File: config.mk
export PLATFORM = sky130hd
export DESIGN_NAME = can_cmd_dispatcher
export DESIGN_NICKNAME = d
export VERILOG_FILES = /design/src/rtl/can_cmd_pkg.sv /design/src/rtl/can_frame_checker.sv /design/src/rtl/can_cmd_dispatcher.sv
export SDC_FILE = /design/constraint.sdc
export NUM_CORES = 1
export LEC_CHECK = 0
export ABC_AREA = 1
export CAP_MARGIN = 20
export CORE_ASPECT_RATIO = 0.75
export CORE_MARGIN = 1.5
export CORE_UTILIZATION = 40
export DETAILED_ROUTE_END_ITERATION = 10
export PLACE_DENSITY = 0.71
export REMOVE_ABC_BUFFERS = 1
export SETUP_SLACK_MARGIN = 0.1
export SYNTH_ARGS = -nofsm -noshare
export SYNTH_HDL_FRONTEND = slang
export SYNTH_SLANG_ARGS = --single-unit
export TNS_END_PERCENT = 30
File: constraint.sdc
create_clock -name sys_clk -period 2 [get_ports sys_clk]
set_input_delay 0.4 -clock sys_clk [delete_from_list [all_inputs] [get_ports sys_clk]]
set_output_delay 0.4 -clock sys_clk [all_outputs]
set_load 0.005 [all_outputs]
File: src/rtl/can_cmd_pkg.sv
// Shared types and constants for the CAN command dispatcher.
// The frame struct mirrors the RX word layout: {dw1, dw2} with byte0 in the MSBs.
package can_cmd_pkg;

    typedef enum logic [2:0] {IDLE, CHECK, EXEC, RESP, TX_WAIT} state_t;

    localparam logic [7:0] CMD_WRITE   = 8'h01;
    localparam logic [7:0] CMD_READ    = 8'h02;
    localparam logic [7:0] CMD_STATUS  = 8'h03;
    localparam logic [7:0] RESP_FLAG   = 8'h80;

    localparam logic [7:0] ST_OK       = 8'h00;
    localparam logic [7:0] ST_BAD_CSUM = 8'h01;
    localparam logic [7:0] ST_BAD_ADDR = 8'h02;
    localparam logic [7:0] ST_BAD_CMD  = 8'h03;

    typedef struct packed {
        logic [7:0]  cmd;
        logic [7:0]  addr;
        logic [31:0] data;
        logic [7:0]  seq;
        logic [7:0]  csum;
    } can_frame_t;

    function automatic logic [7:0] frame_xor(input can_frame_t f);
        return f.cmd ^ f.addr ^ f.data[31:24] ^ f.data[23:16] ^
               f.data[15:8] ^ f.data[7:0] ^ f.seq;
    endfunction

    function automatic logic [15:0] sat_inc(input logic [15:0] v);
        return (v == 16'hFFFF) ? v : v + 16'd1;
    endfunction

endpackage

File: src/rtl/can_frame_checker.sv
// Combinational request validation; checksum errors mask command errors,
// which in turn mask address errors.
module can_frame_checker
    import can_cmd_pkg::*;
#(
    parameter int NUM_REGS = 8
) (
    input  can_frame_t  frame,
    input  logic        unused_tie,
    output logic [7:0]  status
);
    localparam logic [7:0] NUM_REGS_B = 8'(NUM_REGS);

    logic cmd_known, cmd_addressed;

    always_comb begin
        cmd_addressed = (frame.cmd == CMD_WRITE) || (frame.cmd == CMD_READ);
        cmd_known     = cmd_addressed || (frame.cmd == CMD_STATUS);
        status        = ST_OK;
        if (frame_xor(frame) != frame.csum)
            status = ST_BAD_CSUM;
        else if (!cmd_known)
            status = ST_BAD_CMD;
        else if (cmd_addressed && (frame.addr >= NUM_REGS_B))
            status = ST_BAD_ADDR;
    end

    logic unused_ok;
    assign unused_ok = unused_tie;

endmodule

File: src/rtl/can_cmd_dispatcher.sv
// Validates CAN request frames, runs register write/read/status commands and
// returns one response frame per accepted command.
module can_cmd_dispatcher
    import can_cmd_pkg::*;
#(
    parameter int NUM_REGS   = 8,
    parameter int ADDR_W     = 3,
    parameter int TX_TIMEOUT = 50000
) (
    input  logic              sys_clk,
    input  logic              reset_n,
    input  logic              system_initilization_done_in,
    input  logic [31:0]       rx_dw1r_in,
    input  logic [31:0]       rx_dw2r_in,
    input  logic              rx_valid_in,
    output logic              rx_ready_out,
    output logic [31:0]       tx_dw1r_out,
    output logic [31:0]       tx_dw2r_out,
    output logic              tx_valid_out,
    input  logic              tx_ready_in,
    output logic              reg_wr_en_out,
    output logic              reg_rd_en_out,
    output logic [ADDR_W-1:0] reg_addr_out,
    output logic [31:0]       reg_wr_data_out,
    input  logic [31:0]       reg_rd_data_in,
    output logic [15:0]       ok_cnt_out,
    output logic [15:0]       err_cnt_out,
    output logic              busy_out
);
    localparam int TMO_W = $clog2(TX_TIMEOUT + 1);

    state_t            state, nxt;
    can_frame_t        frm;
    logic [7:0]        status_c, status_q;
    logic [31:0]       snap, resp_data;
    logic [15:0]       ok_cnt, err_cnt;
    logic [TMO_W-1:0]  tmo_cnt;
    logic              rdy_q, accept, tmo_hit;

    can_frame_checker #(.NUM_REGS(NUM_REGS)) u_chk (
        .frame      (frm),
        .unused_tie (1'b0),
        .status     (status_c)
    );

    assign accept  = rx_valid_in & rdy_q;
    assign tmo_hit = (tmo_cnt == TMO_W'(TX_TIMEOUT - 1)) & ~tx_ready_in;

    always_ff @(posedge sys_clk or negedge reset_n) begin
        if (!reset_n) state <= IDLE;
        else          state <= nxt;
    end

    always_comb begin
        nxt           = state;
        reg_wr_en_out = 1'b0;
        reg_rd_en_out = 1'b0;
        unique case (state)
            IDLE:    if (accept && system_initilization_done_in) nxt = CHECK;
            CHECK:   nxt = EXEC;
            EXEC: begin
                nxt           = RESP;
                reg_wr_en_out = (status_q == ST_OK) && (frm.cmd == CMD_WRITE);
                reg_rd_en_out = (status_q == ST_OK) && (frm.cmd == CMD_READ);
            end
            RESP:    nxt = TX_WAIT;
            TX_WAIT: if (tx_ready_in || tmo_hit) nxt = IDLE;
            default: nxt = IDLE;
        endcase
    end

    // Status-query payload uses counters snapshotted in CHECK, before this frame counts.
    always_comb begin
        resp_data = 32'h0;
        if (status_q == ST_OK) begin
            if (frm.cmd == CMD_WRITE)     resp_data = frm.data;
            else if (frm.cmd == CMD_READ) resp_data = reg_rd_data_in;
            else                          resp_data = snap;
        end
    end

    always_ff @(posedge sys_clk or negedge reset_n) begin
        if (!reset_n) begin
            frm          <= '0;
            status_q     <= ST_OK;
            snap         <= '0;
            ok_cnt       <= '0;
            err_cnt      <= '0;
            tmo_cnt      <= '0;
            rdy_q        <= 1'b0;
            tx_dw1r_out  <= '0;
            tx_dw2r_out  <= '0;
            tx_valid_out <= 1'b0;
        end else begin
            rdy_q <= (nxt == IDLE);
            if (state == IDLE && accept && system_initilization_done_in)
                frm <= {rx_dw1r_in, rx_dw2r_in};
            if (state == CHECK) begin
                status_q <= status_c;
                snap     <= {ok_cnt, err_cnt};
            end
            if (state == RESP) begin
                tx_dw1r_out  <= {frm.cmd | RESP_FLAG, frm.addr, resp_data[31:16]};
                tx_dw2r_out  <= {resp_data[15:0], frm.seq, status_q};
                tx_valid_out <= 1'b1;
                tmo_cnt      <= '0;
                if (status_q == ST_OK) ok_cnt  <= sat_inc(ok_cnt);
                else                   err_cnt <= sat_inc(err_cnt);
            end
            // A handshake on the terminal-count cycle still counts as delivered.
            if (state == TX_WAIT) begin
                if (tx_ready_in) begin
                    tx_valid_out <= 1'b0;
                end else if (tmo_hit) begin
                    tx_valid_out <= 1'b0;
                    err_cnt      <= sat_inc(err_cnt);
                end else begin
                    tmo_cnt <= tmo_cnt + TMO_W'(1);
                end
            end
        end
    end

    assign rx_ready_out    = rdy_q;
    assign reg_addr_out    = frm.addr[ADDR_W-1:0];
    assign reg_wr_data_out = frm.data;
    assign ok_cnt_out      = ok_cnt;
    assign err_cnt_out     = err_cnt;
    assign busy_out        = (state != IDLE);

endmodule

Word level (Yosys, flattened, before mapping)
Cells that the tools add are included.
{"block": "totals", "register_bits": 221, "inputBits": 101, "output_inout_bits": 136}
{"block": "classes", "n_addsub": 3, "order_cmp": 1, "n_eq_ne": 11, "muxes": 25, "n_bitwise": 10, "reduce_logical": 14}
{"op": "2-to-1 mux 16 bit", "n": 10}
{"op": "2-to-1 mux 32 bit", "n": 3}
{"op": "adder 16 x 1 -> 16 bit (second input constant)", "n": 3}
{"op": "equality test 16 bit (second input constant)", "n": 3}
{"op": "bitwise XOR 8 bit", "n": 6}
{"op": "equality test 8 x 2 -> 1 bit (second input constant)", "n": 2}
{"op": "2-to-1 mux 8 bit", "n": 2}
{"op": "case mux 3 bit (5 select lines)", "n": 1}
{"op": "equality test 8 x 1 -> 1 bit (second input constant)", "n": 1}
{"op": "greater-or-equal comparator 8 x 4 -> 1 bit (second input constant)", "n": 1}
{"op": "logical NOT 8 bit", "n": 1}
{"op": "inequality test 8 bit", "n": 1}
{"op": "equality test 3 x 2 -> 1 bit (second input constant)", "n": 2}
{"op": "logical AND 1 bit", "n": 6}
{"op": "logical NOT 3 bit", "n": 2}
{"op": "2-to-1 mux 1 bit", "n": 6}
{"op": "2-to-1 mux 3 bit", "n": 2}
{"op": "equality test 3 x 1 -> 1 bit (second input constant)", "n": 1}
{"op": "equality test 3 bit (second input constant)", "n": 1}
{"op": "logical OR 1 bit", "n": 3}
{"op": "AND reduction 3 bit", "n": 1}
{"op": "nonzero test 3 bit", "n": 1}
{"op": "bitwise AND 1 bit", "n": 2}
{"op": "2-to-1 mux 2 bit", "n": 1}
{"op": "NOT 1 bit", "n": 2}

Depth between registers and ports, before layout
Gate-level depths: netlist of the first run.
{"block": "depth", "ltp_word": 8, "ltp_mapped": 15, "ltp_nobuf": 15}

By module
From an unflattened synthesis of the first run, not the netlist that was laid out.
{"block": "unflattened", "cells_unflattened": 1490, "area_unflattened_um2": 11315.9}
{"mod": "can_cmd_dispatcher", "n_inst": 1, "cells_each": 1272, "area_per_inst_um2": 10286.1, "seq_area_each_um2": 5530.3}
{"mod": "can_frame_checker", "n_inst": 1, "cells_each": 218, "area_per_inst_um2": 1029.7, "seq_area_each_um2": 0.0}

Least setup slack after synthesis of the first run
Ideal clock, no wire load.
{"block": "synth_path", "path_kind": "register to output", "start": "register frm[61] (netlist name)", "end": "output port reg_wr_en_out", "t_arrival_ns": 1.368, "slack_ns": 0.232, "stages_incl_launch_ff": 8, "n_path_buf": 2, "cell_sequence": "dfrtp_1 > inv_1 > nand4_1 > nor2_1 > nand3_1 > buf_2 > buf_1 > nor3_1"}
{"block": "synth_between", "elab_chain_len": 3}
{"element": "from (decl)", "line": "can_cmd_dispatcher.sv:33", "text": "can_frame_t frm;"}
{"element": "from (signal assigned)", "line": "can_cmd_dispatcher.sv:97", "text": "frm <= {rx_dw1r_in, rx_dw2r_in};"}
{"element": "equality test 8 x 1 -> 1 bit", "line": "can_cmd_dispatcher.sv:63", "text": "reg_wr_en_out = (status_q == ST_OK) && (frm.cmd == CMD_WRITE);"}
{"element": "logical AND 1 bit", "line": "can_cmd_dispatcher.sv:63"}
{"element": "2-to-1 mux 1 bit", "line": "can_cmd_dispatcher.sv:58", "text": "unique case (state)"}
{"element": "to (decl)", "line": "can_cmd_dispatcher.sv:21", "text": "output logic reg_wr_en_out,"}
No other way between the ends.

Final worst setup path of the first run
{"block": "layout_path", "start": "register frm[62] (netlist name)", "end": "output port reg_wr_en_out"}
Same word-level chain as after synthesis.

==> results.sh, run 1 <==
export IMPL_final_cell_mix="nand2_1 (388), clkdlybuf4s50_1 (212), dfrtp_1 (182)"
export IMPL_syn_inst=1289
export IMPL_die_h_um=142
export IMPL_tritoncts="yes"
export IMPL_ys_flop_type="dfrtp_1"
export IMPL_max_cap_viol_count=0
export IMPL_ant_nets=0
export IMPL_worst_pin_slew_ps=742
export IMPL_finalSetupViolations=3
export IMPL_layout_drive_gt1_share_pct=12.8
export IMPL_grt_pass1_wl_um=50000
export IMPL_critical_path_class="reg2out"
export IMPL_clockBufferDepth=3
export IMPL_initial_core_util_pct=41.1
export IMPL_power_leakage_nw=6.77
export IMPL_slew_viol_final=0
export IMPL_place_congestion=0.908
export IMPL_synth_cell_type_count=37
export IMPL_coreArea_mm2=0.0252
export IMPL_setup_slack_ps=-167
export IMPL_layout_nets=1619
export IMPL_slew_headroom_pct=50.5
export IMPL_h_tree_depth=1
export IMPL_drt_pass1_iter_count=5
export IMPL_powerDensity_mw_per_mm2=1390
export IMPL_ioPinCount=237
export IMPL_arrival_ps=1770
export IMPL_rsz0062_at_grt="true"
export IMPL_crit_path_end_kind="output port"
export IMPL_ys_seq_area_share_pct=50.4
export IMPL_vias_per_cell=5.05
export IMPL_syn_cell_area_mm2=0.0104
export IMPL_synth_warnings=0
export IMPL_violations="negative setup slack"
export IMPL_async_flop_share_pct=100
export IMPL_multi_input_comb_area_mm2=0.00429
export IMPL_cp_slowest_cell="dfrtp_1"
export IMPL_synth_seq_cells=209
export IMPL_drc=0
export IMPL_synth_avg_cell_area_um2=8.05
export IMPL_synth_edff_count=0
export IMPL_numClockSinks=209
export IMPL_fin_crit_ps=2170
export IMPL_skew_ps=7.72
export IMPL_routedWlPerCell_um=17.0
export IMPL_finalCritPeriodShare_pct=108
export IMPL_clk_pin_slew_worst_paths_ps=60
export IMPL_vias=9434
export IMPL_final_common_cell="nand2_1"
export IMPL_antenna_found_initial=1
export IMPL_grt_overflow=0
export IMPL_crit_required_ps=1600
export IMPL_r2r_end="status_q[1]$_DFFE_PN0P_"
export IMPL_min_path_type="in2async"
export IMPL_peakVddDrop_mv=0.682
export IMPL_grt_max_degree=82
export IMPL_cp_cell_sequence="inv_2 > nand4_1 > nor2_4 > nand3_2 > nor3_2 > buf_2"
export IMPL_dieWidth_um=189
export IMPL_cts_buffers=22
export IMPL_critPathMaxStageDelay_ps=390
export IMPL_final_util_pct=56.2
export IMPL_regToRegSetupSlack_ps=-70
export IMPL_place_hpwl_um=23300
export IMPL_fillers=2271
export IMPL_dpl_cell_area_mm2=0.0130
export IMPL_status="complete, but fails checks"
export IMPL_finalHoldViolations=0
export IMPL_fmax_mhz=461
export IMPL_port_buffers=230
export IMPL_reg2reg_depth=10
export IMPL_clk_latency_ps=500
export IMPL_regArea_mm2=0.00526
export IMPL_fp_row_count=50
export IMPL_grt_usage_pct=23.5
export IMPL_drt_iter0_markers=733
export IMPL_grt_pass1_vias=9100
export IMPL_ctsRootBufferMaster="clkbuf_16"
export IMPL_setup_worst_path_start_class="register"
export IMPL_cp_max_fo=3
export IMPL_postRouteWirelength_um=31800
export IMPL_die_area_mm2=0.0269
export IMPL_area_growth_synth_to_final_pct=36.5
export IMPL_postLayoutCellArea_mm2=0.0142
export IMPL_r2r_start="frm[62]$_DFFE_PN0P_"
-- worst max-delay path by stage --
stage	start	end	slack, ps	depth (start not counted)
after floorplan	state[2]$_DFF_PN0_	frm[0]$_DFFE_PN0P_	-2480	4
after global placement	frm[61]$_DFFE_PN0P_	reg_wr_en_out	-110	6
after detailed placement	frm[61]$_DFFE_PN0P_	reg_wr_en_out	-110	6
after CTS	frm[63]$_DFFE_PN0P_	reg_wr_en_out	-220	6
after global routing	frm[62]$_DFFE_PN0P_	reg_wr_en_out	-260	6
final	frm[62]$_DFFE_PN0P_	reg_wr_en_out	-170	6
-- metrics by stage --
| stage | setup TNS (ps) | hold WS [ps] | total power, mW | setup WS, ps | cells |
|---|---|---|---|---|---|
| finish | -385 | 396 | 19.6 | -167 | 1869 |
| global placement | -234 | 340 | 14.8 | -110 | 1813 |
| floorplan | -189540 | 104 | 10.7 | -2480 | 1201 |
| global route | -1790 | 431 | 21.0 | -260 | 1868 |
| CTS | -394 | 406 | 19.5 | -222 | 1860 |
| detailed placement | -441 | 340 | 15.0 | -110 | 1813 |
-- routing by layer --
| layer | share of wire [%] | GRT usage, % | up-vias |
|---|---|---|---|
| met2 | 45 | 36.7 | 382 |
| met5 | 0 | 0 | - |
| met4 | 1.8 | 4.76 | 0 |
| li1 | - | - | 4554 |
| met3 | 7.9 | 5.18 | 39 |
| met1 | 46 | 33.6 | 4459 |
-- flip-flops by register name, summed over array words and instances, names as in the netlist, 3 cells and up --
| register | count |
|---|---|
| tx_dw1r_out | 32 |
| reg_wr_data_out | 32 |
| state | 3 |
| reg_addr_out | 3 |
| err_cnt_out | 16 |
| tx_dw2r_out | 26 |
| snap | 32 |
| ok_cnt_out | 16 |
| frm | 29 |
| tmo_cnt | 16 |
-- synth_stat cells, types with 2 or more instances --
cell type	n	share of area, %
dfrtp_1	209	50
nand4_1	12	0.72
inv_2	7	0.25
o21ai_0	134	6.5
nor3_2	4	0.39
buf_1	6	0.22
nor4_1	2	0.12
inv_1	140	5.1
xor2_1	26	2.2
ha_1	3	0.36
or2_2	2	0.12
nand3_1	128	6.2
nor3_1	19	0.92
nand2_4	2	0.22
o211ai_1	33	2.4
nor2_1	33	1.2
nand3_2	2	0.19
o31ai_1	2	0.14
nand3b_1	2	0.14
xnor2_1	9	0.76
clkbuf_1	40	1.4
buf_2	5	0.24
buf_4	42	3.0
mux2_2	10	1.1
nand2_1	399	14
nor2_4	2	0.22
a21oi_1	6	0.29
-- worst max-delay path: cells and delay by family (launching register included) --
kind	cells	cell delay (ps)
buf+inv	2	190
flops	1	390
simple gates	4	690
-- logic make-up after synthesis --
| group | count (synthesis) | synth area share [%] |
|---|---|---|
| compound gates | 180 | 9.66 |
| xor+xnor | 35 | 2.96 |
| fa+ha+maj | 3 | 0.362 |
| buf+inv | 240 | 10.3 |
| flops | 209 | 50.4 |
| mux | 10 | 1.09 |
| other cells | 1 | 0.0361 |
| simple gates | 611 | 25.2 |
-- power breakdown --
group          internal (mW)  switching [mW]  total, mW
combinational           3.82            4.42       8.24
clock                   2.57            1.71       4.28
sequential              5.76            1.35       7.11
-- area by class of cell --
class	count	area share (%)
flip-flops and latches	209	37.2
multi-input cells	845	30.3
repair buffers	290	20.3
clock buffers	32	4.73
inverters	147	3.97
well taps	338	2.99
clock inverters	7	0.601
diodes	1	0.0177
-- timing repair --
| item | in CTS | in global routing |
|---|---|---|
| hold buffers | 1 | 0 |
| endpoints found under the hold margin | 45 | 0 |
| pin swaps | 5 | 16 |
| setup buffers | 8 | 8 |
| endpoints found under the setup margin | 40 | 81 |
| resized for setup | 40 | 67 |
Power figures use the tool's default switching activity.
==> run 2, diff against run 1 <==
Settings changed: CTS_CLUSTER_SIZE set to 16.
==> results.sh, run 2 (synthesis gave the netlist of run 1 again) <==
export IMPL_dieWidth_um=189
export IMPL_max_cap_viol_count=0
export IMPL_worst_pin_slew_ps=746
export IMPL_stdcell_count=1869
export IMPL_skew_ps=7.16
export IMPL_power_leakage_nw=6.77
export IMPL_grt_usage_pct=23.5
export IMPL_clk_pin_slew_worst_paths_ps=60
export IMPL_grt_pass1_vias=9100
export IMPL_setup_slack_ps=-175
export IMPL_setup_worst_path_start_class="register"
export IMPL_antenna_found_initial=1
export IMPL_numClockSinks=209
export IMPL_slew_headroom_pct=50.3
export IMPL_area_growth_synth_to_final_pct=36.5
export IMPL_rsz0062_at_grt="true"
export IMPL_grt_pass1_wl_um=50000
export IMPL_status="complete, but fails checks"
export IMPL_fin_crit_ps=2170
export IMPL_postLayoutCellArea_mm2=0.0142
export IMPL_grt_max_degree=82
export IMPL_finalSetupViolations=3
export IMPL_tritoncts="yes"
export IMPL_ctsRootBufferMaster="clkbuf_16"
export IMPL_port_buffers=230
export IMPL_vias_per_cell=5.08
export IMPL_initial_core_util_pct=41.1
export IMPL_combPwrFrac_pct=41.9
export IMPL_drt_pass1_iter_count=5
export IMPL_net_switching_power_mw=7.47
export IMPL_cts_buffers=22
export IMPL_finalCritPeriodShare_pct=109
export IMPL_violations="negative setup slack"
export IMPL_grt_overflow=0
export IMPL_peakVddDrop_mv=0.682
export IMPL_powerDensity_mw_per_mm2=1390
export IMPL_ant_nets=0
export IMPL_cp_max_fo=3
export IMPL_min_path_type="in2async"
export IMPL_fmax_mhz=460
export IMPL_final_util_pct=56.2
export IMPL_final_common_cell="nand2_1"
export IMPL_finalHoldViolations=0
export IMPL_vias=9492
export IMPL_critical_path_class="reg2out"
export IMPL_cp_slowest_cell="dfrtp_1"
export IMPL_fillers=2271
export IMPL_clock_power_share_pct=21.8
export IMPL_power_total_mw=19.6
export IMPL_fp_row_count=50
export IMPL_slew_viol_final=0
export IMPL_dpl_cell_area_mm2=0.0130
export IMPL_routedWlPerCell_um=17.1
export IMPL_place_congestion=0.908
export IMPL_coreArea_mm2=0.0252
export IMPL_place_hpwl_um=23300
export IMPL_intPower_mw=12.2
export IMPL_pwr_share_seq_pct=36.2
export IMPL_clk_latency_ps=500
export IMPL_reg2reg_depth=10
export IMPL_ioPinCount=237
export IMPL_die_h_um=142
export IMPL_placedCellCount=1813
export IMPL_switching_share_pct=38.1
export IMPL_clockBufferDepth=3
export IMPL_critPathMaxStageDelay_ps=390
export IMPL_final_cell_mix="nand2_1 (388), clkdlybuf4s50_1 (212), dfrtp_1 (182)"
export IMPL_cp_cell_sequence="inv_2 > nand4_1 > nor2_4 > nand3_2 > nor3_2 > buf_2"
export IMPL_layout_drive_gt1_share_pct=12.8
export IMPL_crit_path_end_kind="output port"
export IMPL_crit_required_ps=1600
export IMPL_fin_tns_setup_ps=-413
export IMPL_h_tree_depth=1
export IMPL_layout_nets=1619
export IMPL_drc=0
export IMPL_die_area_mm2=0.0269
export IMPL_drt_iter0_markers=717
export IMPL_arrival_ps=1770
export IMPL_postRouteWirelength_um=31900
==> run 2: final timing paths <==
| check | start | endpoint | slack (ps) |
|---|---|---|---|
| max | frm[62]$_DFFE_PN0P_ | reg_wr_en_out | -170 |
| min | reset_n | ok_cnt_out[2]$_DFFE_PN0P_ | 400 |
| max reg2reg | frm[62]$_DFFE_PN0P_ | status_q[1]$_DFFE_PN0P_ | -90 |
| min reg2reg | tx_dw1r_out[8]$_DFFE_PN0P_ | tx_dw1r_out[8]$_DFFE_PN0P_ | 480 |
| max in group asynchronous | reset_n | reg_wr_data_out[5]$_DFFE_PN0P_ | 880 |
| min in group sys_clk | rx_dw1r_in[6] | reg_wr_data_out[22]$_DFFE_PN0P_ | 450 |
==> run 2: critical path: cells and delay by family, from the launching register on <==
family / cells / cell delay [ps]
and+or+nand+nor: 4 / 690
buffers and inverters: 2 / 190
DFF: 1 / 390
==> run 2: repair_timing <==
| action | CTS | global route |
|---|---|---|
| gates resized for setup | 40 | 67 |
| setup endpoints to repair | 40 | 81 |
| hold buffers | 1 | 0 |
| pin swaps | 5 | 16 |
| hold endpoints to repair | 45 | 0 |
| setup buffers | 8 | 8 |
==> run 2: power by group through the flow <==
stage / Combinational [mW] / Sequential (mW) / Clock [mW]
2_1_floorplan: 3.88 / 6.80 / 0
3_3_place_gp: 7.78 / 7.06 / 0
3_5_place_dp: 7.94 / 7.10 / 0
4_1_cts: 8.10 / 7.08 / 4.34
5_1_grt: 9.21 / 7.30 / 4.50
6_report: 8.24 / 7.11 / 4.29
==> run 2: per-stage QoR <==
step	setup WS [ps]	hold slack (ps)
finish	-175	396
global route	-260	431
CTS	-222	406
detailed placement	-110	340
global placement	-110	340
floorplan	-2480	104
==> run 2: cell type report <==
class	count	area [um^2]	share of cell area [%]
repair buffers	290	2870	20.3
multi-input cells	845	4290	30.3
clock inverters	7	85.1	0.601
well taps	338	423	2.99
clock buffers	32	669	4.73
inverters	147	562	3.97
flip-flops and latches	209	5260	37.2
diodes	1	2.50	0.0177
==> run 2: routing by layer <==
metal,track usage [%],share of wire [%],vias to the layer above
li1,-,-,4555
met1,33.6,46,4529
met2,36.7,45,373
met3,5.18,8.0,35
met4,4.76,1.7,0
met5,0,0,-
==> run 3, diff against run 2 <==
Settings changed: CTS_CLUSTER_DIAMETER set to 100.
==> results.sh, run 3 (synthesis gave the netlist of run 1 again) <==
export IMPL_multi_input_comb_area_mm2=0.00425
export IMPL_use_met1_pct=33.7
export IMPL_drt_pass1_iter_count=5
export IMPL_crit_required_ps=1600
export IMPL_fmax_mhz=464
export IMPL_fillers=2298
export IMPL_clk_latency_ps=480
export IMPL_worst_pin_slew_ps=745
export IMPL_arrival_ps=1760
export IMPL_finalCritPeriodShare_pct=108
export IMPL_numClockSinks=209
export IMPL_drc=0
export IMPL_initial_core_util_pct=41.1
export IMPL_layout_nets=1621
export IMPL_h_tree_depth=1
export IMPL_slew_viol_final=0
export IMPL_dieWidth_um=189
export IMPL_cp_num_buf_inv=2
export IMPL_final_common_cell="nand2_1"
export IMPL_min_path_type="in2async"
export IMPL_die_area_mm2=0.0269
export IMPL_peakVddDrop_mv=0.730
export IMPL_setup_slack_ps=-157
export IMPL_cp_cell_sequence="inv_2 > nand4_1 > nor2_4 > nand3_2 > nor3_2 > buf_2"
export IMPL_clockBufferDepth=3
export IMPL_rsz0062_at_grt="true"
export IMPL_finalHoldViolations=0
export IMPL_grt_overflow=0
export IMPL_cts_buffers=17
export IMPL_postRouteWirelength_um=31500
export IMPL_die_h_um=142
export IMPL_clk_pin_slew_worst_paths_ps=80
export IMPL_critical_path_class="reg2out"
export IMPL_finalSetupViolations=3
export IMPL_crit_path_end_kind="output port"
export IMPL_use_met3_pct=4.91
export IMPL_max_cap_viol_count=0
export IMPL_violations="negative setup slack"
export IMPL_port_buffers=230
export IMPL_skew_ps=17.0
export IMPL_grt_max_degree=82
export IMPL_cp_max_fo=3
export IMPL_cp_slowest_cell="dfrtp_1"
export IMPL_pre_cts_slack_ps=-110
export IMPL_fp_row_count=50
export IMPL_antenna_found_initial=1
export IMPL_grt_usage_pct=23.4
export IMPL_regArea_mm2=0.00526
export IMPL_coreArea_mm2=0.0252
export IMPL_routedWlPerCell_um=17.0
export IMPL_vias=9410
export IMPL_area_growth_synth_to_final_pct=33.5
export IMPL_regToRegSetupSlack_ps=-60
export IMPL_fin_crit_ps=2160
export IMPL_ioPinCount=237
export IMPL_path_delay_family="simple AND/OR/NAND/NOR gates"
export IMPL_final_cell_mix="nand2_1 (389), clkdlybuf4s50_1 (217), dfrtp_1 (187)"
export IMPL_stdcell_count=1856
export IMPL_drt_iter0_markers=709
export IMPL_status="complete, but fails checks"
export IMPL_tritoncts="yes"
export IMPL_placedCellCount=1813
export IMPL_vias_per_cell=5.07
export IMPL_ctsRootBufferMaster="clkbuf_16"
export IMPL_powerDensity_mw_per_mm2=1330
export IMPL_layout_drive_gt1_share_pct=11.7
export IMPL_use_met2_pct=36.5
export IMPL_ant_nets=0
export IMPL_place_congestion=0.908
export IMPL_grt_busiest_layer="met2"
export IMPL_grt_pass1_wl_um=49700
export IMPL_setup_worst_path_start_class="register"
export IMPL_power_leakage_nw=6.61
export IMPL_critPathMaxStageDelay_ps=400
export IMPL_place_hpwl_um=23300
export IMPL_slew_headroom_pct=50.3
export IMPL_fin_hold_ws_ps=420
export IMPL_grt_pass1_vias=9043
run 3: cell types whose count changed in the layout (fill, tap and decap cells not counted), sizes merged, moves of 2 or more:
cell and delta:
clkbuf -14, buf +7, clkdlybuf4s50 +5, clkinv -5, dlygate4sd2 -4, bufinv -2
run 3: final timing paths:
check	startpoint	to	cells after the start
min reg2reg	tx_dw1r_out[10]$_DFFE_PN0P_	tx_dw1r_out[10]$_DFFE_PN0P_	2
max reg2reg	frm[60]$_DFFE_PN0P_	status_q[1]$_DFFE_PN0P_	10
max	frm[60]$_DFFE_PN0P_	reg_wr_en_out	6
min	reset_n	ok_cnt_out[2]$_DFFE_PN0P_	2
min in group sys_clk	rx_dw1r_in[0]	reg_wr_data_out[16]$_DFFE_PN0P_	3
max in group asynchronous	reset_n	reg_wr_data_out[5]$_DFFE_PN0P_	3
run 3: layout make-up:
type                            count  area share, %
Clock inverter                      1          0.117
Timing Repair Buffer              297           21.0
Tap cell                          338           3.05
Inverter                          147           4.00
Sequential cell                   209           38.0
Antenna cell                        1         0.0181
Multi-Input combinational cell    845           30.7
Clock buffer                       18           3.10
run 3: metrics by stage:
stage / cell area (um^2) / util [%] / total power [mW] / TNS, ps
floorplan: 9880 / - / 10.7 / -189540
CTS: 13700 / 54.2 / 18.3 / -364
global placement: 13000 / 51.7 / 14.8 / -234
global route: 13800 / 54.9 / 19.8 / -1220
finish: 13900 / 54.9 / 18.4 / -323
detailed placement: 13000 / 51.7 / 15.0 / -441
run 3: worst reg2reg max path, stage by stage, from the launching register on:
cell and delay, ps:
dfrtp_1 400, inv_2 60, nand4_1 220, nor2_4 200
nand3_2 110, buf_4 370, nand2_1 160, o21ai_0 170
a21oi_1 180, nand3_1 90, nand2_1 60
run 3: power breakdown:
group          internal [mW]  total [mW]  switching [mW]
logic                   3.86        8.24            4.38
registers               5.75        7.10            1.35
clock network           1.54        3.03            1.49
total                   11.1        18.4            7.22
run 3: repair_timing:
action / CTS / global route
buffers inserted: 16 / 7
endpoints found under the hold margin: 45 / 0
setup endpoints to repair: 33 / 81
pin swaps: 8 / 14
gates resized for setup: 33 / 52
hold buffers: 1 / 0
run 3: metal layers:
metal | vias up | share of wire [%]
met5 | - | 0
met3 | 40 | 7.5
met2 | 357 | 45
li1 | 4552 | -
met1 | 4461 | 46
met4 | 0 | 1.8
